## config.mk

```make
export PLATFORM = sky130hd
export DESIGN_NAME = svc_rv_mem_arb
export DESIGN_NICKNAME = d
export VERILOG_FILES = /design/src/rtl/svc_rv_mem_arb.sv
export SDC_FILE = /design/constraint.sdc
export NUM_CORES = 1
export LEC_CHECK = 0
export BUFFER_PORTS_ARGS = -buffer_cell sky130_fd_sc_hd__buf_2
export CAP_MARGIN = 10
export CORE_AREA = 2 2 110 112
export CTS_BUF_LIST = sky130_fd_sc_hd__clkbuf_4 sky130_fd_sc_hd__clkbuf_8
export DETAILED_ROUTE_END_ITERATION = 7
export DIE_AREA = 0 0 112 114
export GPL_TIMING_DRIVEN = 0
export PLACE_DENSITY = 0.73
export SLEW_MARGIN = 0
export SYNTH_ARGS = -nofsm -noshare
export SYNTH_HDL_FRONTEND = slang
export SYNTH_SLANG_ARGS = --single-unit
export TNS_END_PERCENT = 5
```

## constraint.sdc

```tcl
create_clock -name clk -period 2 [get_ports clk]
set_input_delay 0 -clock clk [delete_from_list [all_inputs] [get_ports clk]]
set_output_delay 0 -clock clk [all_outputs]
set_load 0.02 [all_outputs]
```

## src/rtl/svc_rv_mem_arb.sv

```systemverilog
// svc_rv_mem_arb: shares one SRAM/BRAM port between instruction fetch and
// data access. Data wins; a losing fetch is held pending and replayed.
//
// Ports:
//   clk, rst_n                     clock, synchronous active-low reset
//   imem_arvalid/araddr            fetch request (byte address)
//   imem_rvalid/rdata              fetch response (rdata holds when !rvalid)
//   dmem_ren/raddr, dmem_rdata     load request / load data
//   dmem_we/waddr/wdata/wstrb      store request
//   dmem_stall                     core must hold dmem_* next cycle
//   mem_ren/we/addr/wdata/wstrb    shared memory port (word address)
//   mem_rdata                      shared read data, timing per MEM_TYPE
//
// Parameters: AW (word address width), MEM_TYPE (0 SRAM, 1 BRAM),
// STARVE_MAX (fetch starvation limit).
// Optional macro SVC_RV_MEM_ARB_STARVE_EN: force a fetch grant after
// STARVE_MAX consecutive lost cycles.

module svc_rv_mem_arb #(
   parameter int unsigned AW         = 10,
   parameter int unsigned MEM_TYPE   = 0,
   parameter int unsigned STARVE_MAX = 4
) (
   input  logic          clk,
   input  logic          rst_n,
   input  logic          imem_arvalid,
   input  logic [31:0]   imem_araddr,
   output logic [31:0]   imem_rdata,
   output logic          imem_rvalid,
   input  logic          dmem_ren,
   input  logic [31:0]   dmem_raddr,
   output logic [31:0]   dmem_rdata,
   input  logic          dmem_we,
   input  logic [31:0]   dmem_waddr,
   input  logic [31:0]   dmem_wdata,
   input  logic [3:0]    dmem_wstrb,
   output logic          dmem_stall,
   output logic          mem_ren,
   output logic          mem_we,
   output logic [AW-1:0] mem_addr,
   output logic [31:0]   mem_wdata,
   output logic [3:0]    mem_wstrb,
   input  logic [31:0]   mem_rdata
);

   localparam logic [31:0] NOP = 32'h0000_0013;

   typedef enum logic [1:0] {IDLE, STORE_FIRST, FETCH_PEND} state_t;
   typedef enum logic [1:0] {OWN_NONE, OWN_FETCH, OWN_DATA} owner_t;

   state_t        state;
   logic          wr_done;
   logic          pend_valid;
   logic [AW-1:0] pend_addr;
   logic [31:0]   imem_hold;
   logic [31:0]   dmem_hold;

   logic          store_req, load_req, fetch_req, force_fetch;
   logic          do_store, do_load, do_fetch, fetch_lost;
   logic [AW-1:0] fetch_addr;
   logic          unused_addr;

   // A store already issued while its paired load waits must not repeat
   assign wr_done = (state == STORE_FIRST);

   // Newest fetch address wins over a pending one (redirect/flush)
   assign fetch_addr = imem_arvalid ? imem_araddr[AW+1:2] : pend_addr;

   // All requests are masked during reset so the port stays quiet
   assign store_req = rst_n && dmem_we && !wr_done;
   assign load_req  = rst_n && dmem_ren;
   assign fetch_req = rst_n && (imem_arvalid || pend_valid);

`ifdef SVC_RV_MEM_ARB_STARVE_EN
   localparam int unsigned SW = (STARVE_MAX < 1) ? 1 : $clog2(STARVE_MAX + 1);
   logic [SW-1:0] starve_cnt;

   assign force_fetch = fetch_req && (starve_cnt == SW'(STARVE_MAX));

   // Saturating count of consecutive lost fetch cycles
   always_ff @(posedge clk) begin
      if (!rst_n) begin
         starve_cnt <= '0;
      end else if (do_fetch) begin
         starve_cnt <= '0;
      end else if (fetch_lost && (starve_cnt != SW'(STARVE_MAX))) begin
         starve_cnt <= starve_cnt + SW'(1);
      end
   end
`else
   logic unused_starve;
   assign force_fetch   = 1'b0;
   assign unused_starve = (STARVE_MAX != 0);
`endif

   // Priority: store, load, fetch (pending or new); a forced fetch preempts data
   assign do_store   = store_req && !force_fetch;
   assign do_load    = load_req && !store_req && !force_fetch;
   assign do_fetch   = fetch_req && (force_fetch || (!store_req && !load_req));
   assign fetch_lost = fetch_req && !do_fetch;

   // Stall when a load is owed behind a store, or data was preempted by a fetch
   assign dmem_stall = (store_req && load_req) ||
                       (force_fetch && (store_req || load_req));

   assign mem_ren   = do_load || do_fetch;
   assign mem_we    = do_store;
   assign mem_addr  = do_store ? dmem_waddr[AW+1:2] :
                      do_load  ? dmem_raddr[AW+1:2] :
                      do_fetch ? fetch_addr : '0;
   assign mem_wdata = dmem_wdata;
   assign mem_wstrb = do_store ? dmem_wstrb : 4'h0;

   // Arbitration state, pending fetch and response hold registers
   always_ff @(posedge clk) begin
      if (!rst_n) begin
         state      <= IDLE;
         pend_valid <= 1'b0;
         pend_addr  <= '0;
         imem_hold  <= NOP;
         dmem_hold  <= '0;
      end else begin
         if (dmem_stall && dmem_we && (wr_done || do_store)) begin
            state <= STORE_FIRST;
         end else if (fetch_lost) begin
            state <= FETCH_PEND;
         end else begin
            state <= IDLE;
         end

         if (do_fetch) begin
            pend_valid <= 1'b0;
         end else if (fetch_lost) begin
            pend_valid <= 1'b1;
            pend_addr  <= fetch_addr;
         end

         imem_hold <= imem_rdata;
         dmem_hold <= dmem_rdata;
      end
   end

   generate
      if (MEM_TYPE == 0) begin : g_sram
         // Combinational read: data returns in the grant cycle
         assign imem_rvalid = do_fetch;
         assign imem_rdata  = do_fetch ? mem_rdata : imem_hold;
         assign dmem_rdata  = do_load  ? mem_rdata : dmem_hold;
      end else begin : g_bram
         owner_t owner;

         // Owner tag routes the registered read data one cycle after grant
         always_ff @(posedge clk) begin
            if (!rst_n) begin
               owner <= OWN_NONE;
            end else if (do_fetch) begin
               owner <= OWN_FETCH;
            end else if (do_load) begin
               owner <= OWN_DATA;
            end else begin
               owner <= OWN_NONE;
            end
         end

         assign imem_rvalid = (owner == OWN_FETCH);
         assign imem_rdata  = (owner == OWN_FETCH) ? mem_rdata : imem_hold;
         assign dmem_rdata  = (owner == OWN_DATA)  ? mem_rdata : dmem_hold;
      end
   endgenerate

   // Bits outside the word address window are ignored (addresses wrap)
   assign unused_addr = ^{imem_araddr[31:AW+2], imem_araddr[1:0],
                          dmem_raddr[31:AW+2],  dmem_raddr[1:0],
                          dmem_waddr[31:AW+2],  dmem_waddr[1:0]};

endmodule
```

==> results.sh <==
export IMPL_cts_tree="yes"
export IMPL_area_delta_synth_final_pct=42.5
export IMPL_die_w_um=112
export IMPL_leakage_uw=0.00316
export IMPL_r2r_end="imem_hold[23]"
export IMPL_clk_pin_slew_ns=0.08
export IMPL_clockBufferDepth=2
export IMPL_syn_inst=494
export IMPL_grt_ovfl_total=0
export IMPL_n_antenna_cell=0
export IMPL_drt_first_iter_violations=298
export IMPL_finalHoldViolations=0
export IMPL_synth_top_area_share=0.350
export IMPL_finClkSkew_ns=0.0112
export IMPL_drc=0
export IMPL_synth_cell_types=32
export IMPL_final_cell_mix="190 x buf_2, 82 x nand2_1, 75 x dfxtp_1"
export IMPL_drv_cap=0
export IMPL_min_path_cells=3
export IMPL_grt_max_degree=14
export IMPL_drv_slew=0
export IMPL_synth_nets=663
export IMPL_min_delay_worst_endpoint="pend_valid"
export IMPL_cp_start_kind="register"
export IMPL_h_tree_depth=3
export IMPL_yosys_area_share_simple=0.110
export IMPL_ys_ff_latch=77
export IMPL_boundaryPins=283
export IMPL_synth_top_family_by_area="multiplexers"
export IMPL_insertion_delay_ns=0.36
export IMPL_dp_cells=824
export IMPL_synth_compound_area_frac=0.152
export IMPL_ys_warn_count=0
export IMPL_gp_congestion=0.841
export IMPL_synthTopCellsByArea="dfxtp_1 35%, mux2_2 15%, mux2i_1 8.0%, nand2_1 7.0%, o2bb2ai_1 5.8%"
export IMPL_synth_xor_area_frac=0
export IMPL_power_density_nw_per_um2=644
export IMPL_ant_nets=0
export IMPL_netlist_top_cell_by_area="dfxtp_1"
export IMPL_setup_viol=16
export IMPL_avgSynthCellArea_um2=8.91
export IMPL_reg2reg_from="state[1]"
export IMPL_num_vias=4313
export IMPL_viasPerCell=4.85
export IMPL_peakVddDrop_mv=0.432
export IMPL_root_buffer="clkbuf_8"
export IMPL_fp_dieArea_um2=12800
export IMPL_failed_checks="negative setup slack"
export IMPL_grt_pass1_vias=3872
export IMPL_fin_setup_tns_ns=-0.186
export IMPL_worstPathRequired_ns=2.00
export IMPL_finish_utilization=0.535
export IMPL_nets=906
export IMPL_synthAdderAreaFrac=0
export IMPL_finalNonFillerCells=889
export IMPL_grt_usage=0.191
export IMPL_die_h_um=114
export IMPL_avgRoutedWirePerCell_um=14.4
export IMPL_hold_ws_ns=0.0220
export IMPL_period_share=1.01
export IMPL_hpwl_um=9050
export IMPL_drive_gt1_frac=0.433
export IMPL_rows=40
export IMPL_dp_slack_ns=0.0108
export IMPL_reg2reg_slack_ns=0.14
export IMPL_critPathLaunch="state[1]"
export IMPL_port_buffers=183
export IMPL_post_route_min_period_ns=2.03
export IMPL_arrival_ns=2.03
export IMPL_routed_wl_um=12800
export IMPL_cts_sinks=77
export IMPL_rsz0062_at_grt="yes"
export IMPL_ys_seq_area_frac=0.350
export IMPL_maxSlewHeadroom=0.634
export IMPL_min_path_type="primary input to register"
export IMPL_antenna_found_initial=0
export IMPL_synth_mux_area_frac=0.243
export IMPL_fmax_mhz=493
export IMPL_core_region_area_um2=11700
export IMPL_tightest_slew_ns=0.544
export IMPL_final_common_cell="buf_2"
export IMPL_firstDrtPassIters=6
export IMPL_synth_area_um2=4400
export IMPL_critical_path_max_fanout=10
export IMPL_fin_ws_ns=-0.0289
export IMPL_path_class="register to output port"
export IMPL_start_util=0.376
export IMPL_grt_pass1_wl_um=19600
export IMPL_min_from="imem_arvalid"
export IMPL_crit_path_end_kind="output port"
export IMPL_status="finished, violations left"
export IMPL_cts_buffers=9
export IMPL_r2r_cells=5
synthesized netlist by cell type:
| master | instances |
|---|---|
| nand2_1 | 82 |
| nor3_1 | 3 |
| and2_1 | 6 |
| o2bb2ai_1 | 29 |
| or3_1 | 1 |
| buf_2 | 9 |
| a211oi_4 | 1 |
| clkbuf_1 | 19 |
| or3b_2 | 1 |
| a211oi_2 | 1 |
| nor2_1 | 9 |
| a21oi_1 | 12 |
| nand2b_4 | 1 |
| dfxtp_1 | 77 |
| o21ai_0 | 21 |
| buf_4 | 32 |
| and2_0 | 1 |
| nor2b_1 | 1 |
| o21ai_1 | 1 |
| mux2_1 | 7 |
| inv_1 | 43 |
| a21oi_2 | 1 |
| a221oi_1 | 10 |
| o211a_1 | 1 |
| a32o_1 | 10 |
| mux2_2 | 57 |
| mux2i_1 | 35 |
| nand3_1 | 10 |
| a21o_1 | 1 |
| buf_1 | 2 |
| clkinv_1 | 1 |
| buf_6 | 9 |
critical path: stages (launching register included):
cell	delay, ns
dfxtp_2	0.33
nand2b_4	0.13
buf_6	0.13
a211oi_4	0.24
buf_12	0.17
buf_8	0.15
mux2_2	0.35
buf_2	0.16
repair_timing:
action	4_1_cts	5_1_grt
buffers inserted	6	0
pin swaps	2	0
cloned	0	0
endpoints found under the setup margin	61	38
endpoints found under the hold margin	74	2
hold buffers	42	1
resized for setup	3	12
per-stage QoR:
stage	total power [uW]	instance area (um^2)
6_report	4030	6270
5_1_grt	4240	6270
4_1_cts	4050	6210
3_5_place_dp	2650	5500
3_3_place_gp	2640	5500
2_1_floorplan	2320	4400
cell type report:
class / count / area, um^2
tap: 147 / 184
clock buffer: 10 / 138
sequential: 77 / 1540
clock inverter: 6 / 86.3
fill: 1075 / 5440
multi-input combinational: 302 / 2250
timing repair buffer: 232 / 1420
buffer: 71 / 482
inverter: 44 / 165
cell families (layout without fill, tap and decap cells):
family,count (synthesis),in the layout
buffers and inverters,115,363
AOI/OAI and AO/OA,88,88
and+or+nand+nor,115,115
DFF,77,77
muxes,99,99
report_power, final:
| part | internal, uW | switching, uW | leakage (uW) | total [uW] |
|---|---|---|---|---|
| registers | 1620 | 43.4 | 0.000631 | 1660 |
| logic | 469 | 571 | 0.00242 | 1040 |
| clock network | 734 | 596 | 0.000112 | 1330 |
| total | 2820 | 1210 | 0.00316 | 4030 |
worst max path at each step:
| stage | endpoint | slack (ns) | cells after the start |
|---|---|---|---|
| finish | imem_rdata[17] | -0.03 | 7 |
| floorplan | imem_rdata[24] | 0.42 | 5 |
| global placement | imem_rdata[11] | 0.02 | 6 |
| global route | imem_rdata[17] | -0.08 | 7 |
| CTS | imem_rdata[27] | -0.04 | 7 |
| detailed placement | imem_rdata[7] | 0.01 | 6 |
metal layers:
metal  up-vias  routed length (um)  global-route usage
li1       2152                   -                   -
met1      1963                5500               0.238
met2       186                6210               0.331
met3        12                 940              0.0425
met4         0                 190              0.0634
met5         -                   0                   0
registers in the layout (all words and copies together) (netlist names):
register and count:
dmem_hold 32, imem_hold 32, pend_addr 10, pend_valid 1, state 2
Power figures use the tool's default switching activity.
